### config.mk
export PLATFORM = sky130hd
export DESIGN_NAME = ffe_coef_ctrl
export DESIGN_NICKNAME = d
export VERILOG_FILES = /design/src/rtl/ffe_pkg.sv /design/src/rtl/coef_sat_add.sv /design/src/rtl/ffe_coef_ctrl.sv
export SDC_FILE = /design/constraint.sdc
export NUM_CORES = 1
export LEC_CHECK = 0
export CAP_MARGIN = 40
export CORE_ASPECT_RATIO = 0.6
export CORE_MARGIN = 2
export CORE_UTILIZATION = 56
export DETAILED_ROUTE_END_ITERATION = 6
export PLACE_DENSITY = 0.84
export REMOVE_ABC_BUFFERS = 1
export SLEW_MARGIN = 10
export SYNTH_ARGS = -nofsm -noshare
export SYNTH_HDL_FRONTEND = slang
export SYNTH_SLANG_ARGS = --single-unit
### constraint.sdc
create_clock -name i_clk -period 5.6 [get_ports i_clk]
set_input_delay 1.12 -clock i_clk [delete_from_list [all_inputs] [get_ports i_clk]]
set_output_delay 1.12 -clock i_clk [all_outputs]
set_load 0.1 [all_outputs]
### src/rtl/ffe_pkg.sv
`default_nettype none
// ============================================================================
// Module  : ffe_pkg
// Brief   : Shared widths, init defaults and controller state encoding.
// Revision: 1.0
// ============================================================================
package ffe_pkg;

  localparam int COEF_BW     = 9;
  localparam int N_COEF      = 7;
  localparam int DELTA_BW    = 9;
  localparam int TAP_BW      = $clog2(N_COEF);
  localparam int CENTER_TAP  = 3;
  localparam int INIT_CENTER = 128;

  localparam int COEF_MAX = (1 << (COEF_BW - 1)) - 1;
  localparam int COEF_MIN = -(1 << (COEF_BW - 1));

  typedef enum logic [1:0] {
    ST_INIT = 2'd0,
    ST_RUN  = 2'd1,
    ST_PEND = 2'd2
  } state_t;

endpackage
`default_nettype wire

### src/rtl/coef_sat_add.sv
`default_nettype none
// ============================================================================
// Module  : coef_sat_add
// Brief   : Signed coefficient + delta with clamp to the coefficient range.
// Revision: 1.0
// ============================================================================
module coef_sat_add #(
  parameter int COEF_BW  = 9,
  parameter int DELTA_BW = 9
) (
  input  logic [COEF_BW-1:0]  coef_i,
  input  logic [DELTA_BW-1:0] delta_i,
  output logic [COEF_BW-1:0]  coef_o,
  output logic                ovf_o
);

  // One guard bit above the wider operand makes the sum exact.
  localparam int SUM_BW = ((COEF_BW > DELTA_BW) ? COEF_BW : DELTA_BW) + 1;
  localparam logic signed [SUM_BW-1:0] SUM_MAX = SUM_BW'((1 << (COEF_BW - 1)) - 1);
  localparam logic signed [SUM_BW-1:0] SUM_MIN = SUM_BW'(-(1 << (COEF_BW - 1)));

  logic signed [SUM_BW-1:0] sum;

  always_comb begin
    sum = $signed({{(SUM_BW - COEF_BW){coef_i[COEF_BW-1]}}, coef_i})
        + $signed({{(SUM_BW - DELTA_BW){delta_i[DELTA_BW-1]}}, delta_i});
    coef_o = sum[COEF_BW-1:0];
    ovf_o  = 1'b0;
    if (sum > SUM_MAX) begin
      coef_o = SUM_MAX[COEF_BW-1:0];
      ovf_o  = 1'b1;
    end else if (sum < SUM_MIN) begin
      coef_o = SUM_MIN[COEF_BW-1:0];
      ovf_o  = 1'b1;
    end
  end

endmodule
`default_nettype wire

### src/rtl/ffe_coef_ctrl.sv
`default_nettype none
// ============================================================================
// Module  : ffe_coef_ctrl
// Brief   : FFE coefficient owner: host shadow bank, symbol-aligned atomic
//           commit to the active bank, and saturating LMS tap updates.
// Revision: 1.0
// ============================================================================
module ffe_coef_ctrl #(
  parameter int COEF_BW     = ffe_pkg::COEF_BW,
  parameter int N_COEF      = ffe_pkg::N_COEF,
  parameter int CENTER_TAP  = ffe_pkg::CENTER_TAP,
  parameter int INIT_CENTER = ffe_pkg::INIT_CENTER,
  parameter int DELTA_BW    = ffe_pkg::DELTA_BW,
  parameter int TAP_BW      = $clog2(N_COEF)
) (
  input  logic                      i_clk,
  input  logic                      i_rst,
  input  logic                      i_en,
  input  logic                      i_init,
  input  logic                      i_wr_valid,
  output logic                      o_wr_ready,
  input  logic [TAP_BW-1:0]         i_wr_addr,
  input  logic [COEF_BW-1:0]        i_wr_data,
  input  logic                      i_commit,
  output logic                      o_commit_done,
  input  logic                      i_adapt_en,
  input  logic                      i_lms_valid,
  input  logic [TAP_BW-1:0]         i_lms_tap,
  input  logic [DELTA_BW-1:0]       i_lms_delta,
  output logic                      o_lms_drop,
  output logic [COEF_BW*N_COEF-1:0] o_coefs,
  output logic                      o_busy,
  output logic                      o_sat,
  output logic                      o_wr_err
);

  import ffe_pkg::*;

  localparam logic [TAP_BW:0]   N_EXT    = (TAP_BW + 1)'(N_COEF);
  localparam logic [TAP_BW-1:0] LAST_TAP = TAP_BW'(N_COEF - 1);
  localparam logic [TAP_BW-1:0] CTR_TAP  = TAP_BW'(CENTER_TAP);

  state_t              state_q, state_d;
  logic [TAP_BW-1:0]   cnt_q, cnt_d;
  logic [COEF_BW-1:0]  shadow_q [N_COEF];
  logic [COEF_BW-1:0]  shadow_d [N_COEF];
  logic [COEF_BW-1:0]  active_q [N_COEF];
  logic [COEF_BW-1:0]  active_d [N_COEF];
  logic                sat_q, sat_d;
  logic                wr_err_q, wr_err_d;
  logic                done_q, done_d;
  logic                drop_q, drop_d;

  logic                lms_req;
  logic                wr_addr_ok;
  logic                lms_tap_ok;
  logic [COEF_BW-1:0]  init_val;
  logic [COEF_BW-1:0]  lms_cur;
  logic [COEF_BW-1:0]  lms_sum;
  logic                lms_ovf;

  assign lms_req    = i_adapt_en & i_lms_valid;
  assign wr_addr_ok = {1'b0, i_wr_addr} < N_EXT;
  assign lms_tap_ok = {1'b0, i_lms_tap} < N_EXT;
  assign init_val   = (cnt_q == CTR_TAP) ? COEF_BW'(INIT_CENTER) : '0;
  assign lms_cur    = lms_tap_ok ? active_q[i_lms_tap] : '0;

  coef_sat_add #(
    .COEF_BW  (COEF_BW),
    .DELTA_BW (DELTA_BW)
  ) u_sat_add (
    .coef_i  (lms_cur),
    .delta_i (i_lms_delta),
    .coef_o  (lms_sum),
    .ovf_o   (lms_ovf)
  );

  always_comb begin
    state_d  = state_q;
    cnt_d    = cnt_q;
    shadow_d = shadow_q;
    active_d = active_q;
    sat_d    = sat_q;
    wr_err_d = wr_err_q;
    done_d   = 1'b0;
    drop_d   = lms_req & (state_q != ST_RUN);

    // Re-init overrides any commit or write presented in the same cycle.
    if (i_init) begin
      state_d = ST_INIT;
      cnt_d   = '0;
    end else begin
      case (state_q)
        ST_INIT: begin
          shadow_d[cnt_q] = init_val;
          active_d[cnt_q] = init_val;
          sat_d           = 1'b0;
          wr_err_d        = 1'b0;
          if (cnt_q == LAST_TAP) begin
            cnt_d   = '0;
            state_d = ST_RUN;
          end else begin
            cnt_d = cnt_q + 1'b1;
          end
        end
        ST_RUN: begin
          if (i_wr_valid) begin
            if (wr_addr_ok) shadow_d[i_wr_addr] = i_wr_data;
            else            wr_err_d            = 1'b1;
          end
          if (lms_req && lms_tap_ok) begin
            active_d[i_lms_tap] = lms_sum;
            if (lms_ovf) sat_d = 1'b1;
          end
          if (i_commit) state_d = ST_PEND;
        end
        ST_PEND: begin
          if (i_en) begin
            active_d = shadow_q;
            done_d   = 1'b1;
            state_d  = ST_RUN;
          end
        end
        default: begin
          state_d = ST_INIT;
          cnt_d   = '0;
        end
      endcase
    end
  end

  always_ff @(posedge i_clk) begin
    if (i_rst) begin
      state_q  <= ST_INIT;
      cnt_q    <= '0;
      sat_q    <= 1'b0;
      wr_err_q <= 1'b0;
      done_q   <= 1'b0;
      drop_q   <= 1'b0;
      for (int k = 0; k < N_COEF; k++) begin
        shadow_q[k] <= '0;
        active_q[k] <= '0;
      end
    end else begin
      state_q  <= state_d;
      cnt_q    <= cnt_d;
      sat_q    <= sat_d;
      wr_err_q <= wr_err_d;
      done_q   <= done_d;
      drop_q   <= drop_d;
      shadow_q <= shadow_d;
      active_q <= active_d;
    end
  end

  generate
    for (genvar k = 0; k < N_COEF; k++) begin : g_pack
      assign o_coefs[COEF_BW*k +: COEF_BW] = active_q[k];
    end
  endgenerate

  assign o_wr_ready    = (state_q == ST_RUN) & ~i_init;
  assign o_busy        = (state_q != ST_RUN);
  assign o_commit_done = done_q;
  assign o_lms_drop    = drop_q;
  assign o_sat         = sat_q;
  assign o_wr_err      = wr_err_q;

endmodule
`default_nettype wire

==> impl_metrics.csv <==
group,metric,value,unit
outcome,status,"complete, but fails checks",
outcome,violations,"DRC",
floorplan,die_w,156.7,µm
critical_path,worst-setup-path-type,"input pin to flop",
clock_tree,cts_max_level,4,
place,routabilityCongestion,1.067,
cells_and_area,syn2layout_area_growth,36.75,%
detailed_routing,routedWlPerCell,24.49,µm
grt,met1_usage,0.5888,
grt,grt_max_degree,82,
clock_tree,clk_latency,430,ps
detailed_routing,routed_wl,33330,µm
grt,grt_pass1_wl,50580,µm
power_and_ir_drop,peakVddDrop,0.2352,mV
critical_path,crit_chain,"clkdlybuf4s50_1, nor2b_1, and2_1, a221oi_1, o21ai_0, ha_1, inv_1, fa_1, nand2b_1, a211oi_2, mux2i_1, or2_1, maj3_2, a222oi_1, nor3_1",
critical_path,cp_num_cells,15,
detailed_routing,drtPass1Iterations,7,
clock_tree,clockBufferDepth,2,
logic_synthesis,synth_cell_types,60,
critical_path,path_delay_family,"simple AND/OR/NAND/NOR gates",
grt,met3_usage,0.1509,
sta,finalSetupViolations,0,
grt,track_usage,0.4516,
clock_tree,cts_hold_buf,0,
clock_tree,postCtsSetupBuffers,0,
sta,hold_viol_final,0,
sta,hold_ws,495.8,ps
floorplan,die_area,14980,µm²
logic_synthesis,async_reset_ff_frac,0,
sta,fin_crit_sh,0.9274,
sta,fin_skew,13.75,ps
place,hpwl,23020,µm
floorplan,rows,33,
critical_path,crit_buf_inv,2,
logic_synthesis,synth_ff_type,"dfxtp_1",
logic_synthesis,synth_edf_count,0,
min_path,hp-class,"flop to flop",
clock_tree,cts_resized,0,
min_path,worstHoldPathCells,2,
floorplan,die_y,95.60,µm
critical_path,crit_path_end_kind,"flop",
clock_tree,root_buffer,"clkbuf_16",
sta,finalSetupTns,0,ps
sta,slew_viol_final,0,
clock_tree,clkTransAtPathRegs,70,ps
power_and_ir_drop,leakage,0.003610,µW
critical_path,crit_path_start_kind,"input pin",
logic_synthesis,synth_area_leaders,"dfxtp_1 35%, nor2_1 8.5%, mux2i_1 7.4%",
critical_path,rrSetupSlack,1920,ps
grt,grt_pass1_vias,8851,
critical_path,worstPathArrival,5490,ps
logic_synthesis,yosys_warnings,0,
clock_tree,cts_buffers,17,
sta,period_minus_slack,5193,ps
power_and_ir_drop,power_density,212.2,nW/µm²
detailed_routing,via_count,9408,
critical_path,critical_path.max_stage_delay,810,ps
critical_path,ff2ff_path_depth,11,
detailed_routing,ant_nets,0,
floorplan,io_pins,101,
detailed_routing,drcViolationCount,90,
logic_synthesis,synth_seq_cells,135,
sta,relSlewSlack,0.3522,
grt,antenna_found_initial,0,
logic_synthesis,syn_area,7830,µm²
floorplan,initial_core_util,0.5729,
logic_synthesis,avgSynthCellArea,7.776,µm²
place,port-buffer-count,100,
floorplan,coreArea,13670,µm²
logic_synthesis,synth_top_area_frac,0.3452,
grt,grt_most_used_layer,"met2",
detailed_routing,vias_per_cell,6.913,
cells_and_area,nets,1204,
logic_synthesis,synth_top_cell_by_area,"dfxtp_1",
grt,grt.overflow.total,0,
cells_and_area,diodes,0,
critical_path,cp_slowest_cell,"clkdlybuf4s50_1",
cells_and_area,drive_gt1_frac,0.1446,
run,drv_cap,0,
detailed_routing,drtIter0Drc,2110,
clock_tree,cts_num_sinks,135,
critical_path,crit_required,5900,ps
sta,worstMarginPinSlew,970.6,ps
clock_tree,cts_tree,"built",
logic_synthesis,seq_area_frac_synth,0.3452,
grt,use_met2,0.6729,
sta,rsz0062_at_grt,"no",
logic_synthesis,syn_inst,1007,
sta,fmaxAchievable,0.1926,GHz
critical_path,cp_max_fo,11,
[cells in the mapped netlist (all sizes together), types with 22 or more instances]
| library cell | instances |
|---|---|
| o22ai | 26 |
| nor3 | 52 |
| nor2 | 184 |
| o21ai | 49 |
| a222oi | 22 |
| dfxtp | 135 |
| nand2 | 56 |
| a22oi | 51 |
| nand3 | 28 |
| clkbuf | 64 |
| a21oi | 83 |
| mux2i | 58 |
[logic make-up after synthesis]
group,count (synthesis),share of synthesized area
DFF,135,0.3452
and+or+nand+nor,385,0.2245
buffers and inverters,86,0.04219
AOI/OAI and AO/OA,311,0.2665
muxes,62,0.07990
adders and majority gates,22,0.03499
xor gates and xnor gates,6,0.006711
[metal layers]
metal / vias to the layer above / part of all wire
li1: 4006 / -
met4: 0 / 0.052
met2: 930 / 0.41
met3: 194 / 0.16
met1: 4278 / 0.37
met5: - / 0
[registers in the layout, indices dropped and copies added (netlist names)]
register / count
o_lms_drop: 1
o_coefs: 63
shadow_q: 63
o_commit_done: 1
state_q: 2
cnt_q: 3
o_sat: 1
o_wr_err: 1
[stage by stage]
| step | power (µW) | util | instance area (µm²) | setup WS (ps) | instances |
|---|---|---|---|---|---|
| 2_1_floorplan | 1067 | - | 7548 | 445.9 | 934 |
| 5_1_grt | 2306 | 0.7835 | 10710 | 276.1 | 1361 |
| 4_1_cts | 2245 | 0.7835 | 10710 | 595.6 | 1361 |
| 3_3_place_gp | 1165 | 0.6600 | 9020 | 378.2 | 1255 |
| 3_5_place_dp | 1172 | 0.7421 | 10140 | 174.9 | 1329 |
| 6_report | 2272 | 0.7835 | 10710 | 406.7 | 1361 |
[power by group]
group	internal [µW]	switching, µW	leakage (µW)
sequential	962	4.19	0.00109
combinational	67.4	129	0.00225
clock	598	512	0.000271
total	1630	645	0.00361
[cell type report]
type                    instances  area, µm²
multi-input cells             786       4802
fillers                       965       2959
flip-flops and latches        135       2703
repair buffers                203       2349
clock buffers                  18      439.2
well taps                     192      240.2
clock inverters                14      126.4
inverters                      13      48.80
[worst reg2reg max path, stage by stage, from the launching register on]
cell	delay (ps)
dfxtp_1	390
a22o_1	240
a222oi_1	290
o21ai_0	220
ha_1	410
a21oi_1	280
a21oi_1	100
a211o_1	310
or2_1	330
maj3_2	450
a222oi_1	430
nor3_1	90
[final timing paths]
| kind | to | startpoint |
|---|---|---|
| min reg2reg | shadow_q[25]$_SDFFE_PP0P_ | shadow_q[25]$_SDFFE_PP0P_ |
| min | shadow_q[25]$_SDFFE_PP0P_ | shadow_q[25]$_SDFFE_PP0P_ |
| max | o_coefs[12]$_SDFFE_PP0P_ | i_lms_tap[2] |
| max reg2reg | o_coefs[12]$_SDFFE_PP0P_ | o_coefs[33]$_SDFFE_PP0P_ |
[placed cells by master (no fill, tap or decap), types with 14 or more instances in the layout]
master and count:
o21ai_0 47, dfxtp_1 135, a22oi_1 51, mux2i_1 58, a22o_1 16, a21oi_1 83
a222oi_1 22, nor2_1 178, buf_4 30, o22ai_1 26, clkdlybuf4s50_1 98, nor2b_1 14
nor3_1 51, nand3_1 28, nand2b_1 17, nand2_1 56, buf_8 70, clkbuf_16 17
No activity file was read; power rests on OpenSTA's default activity.
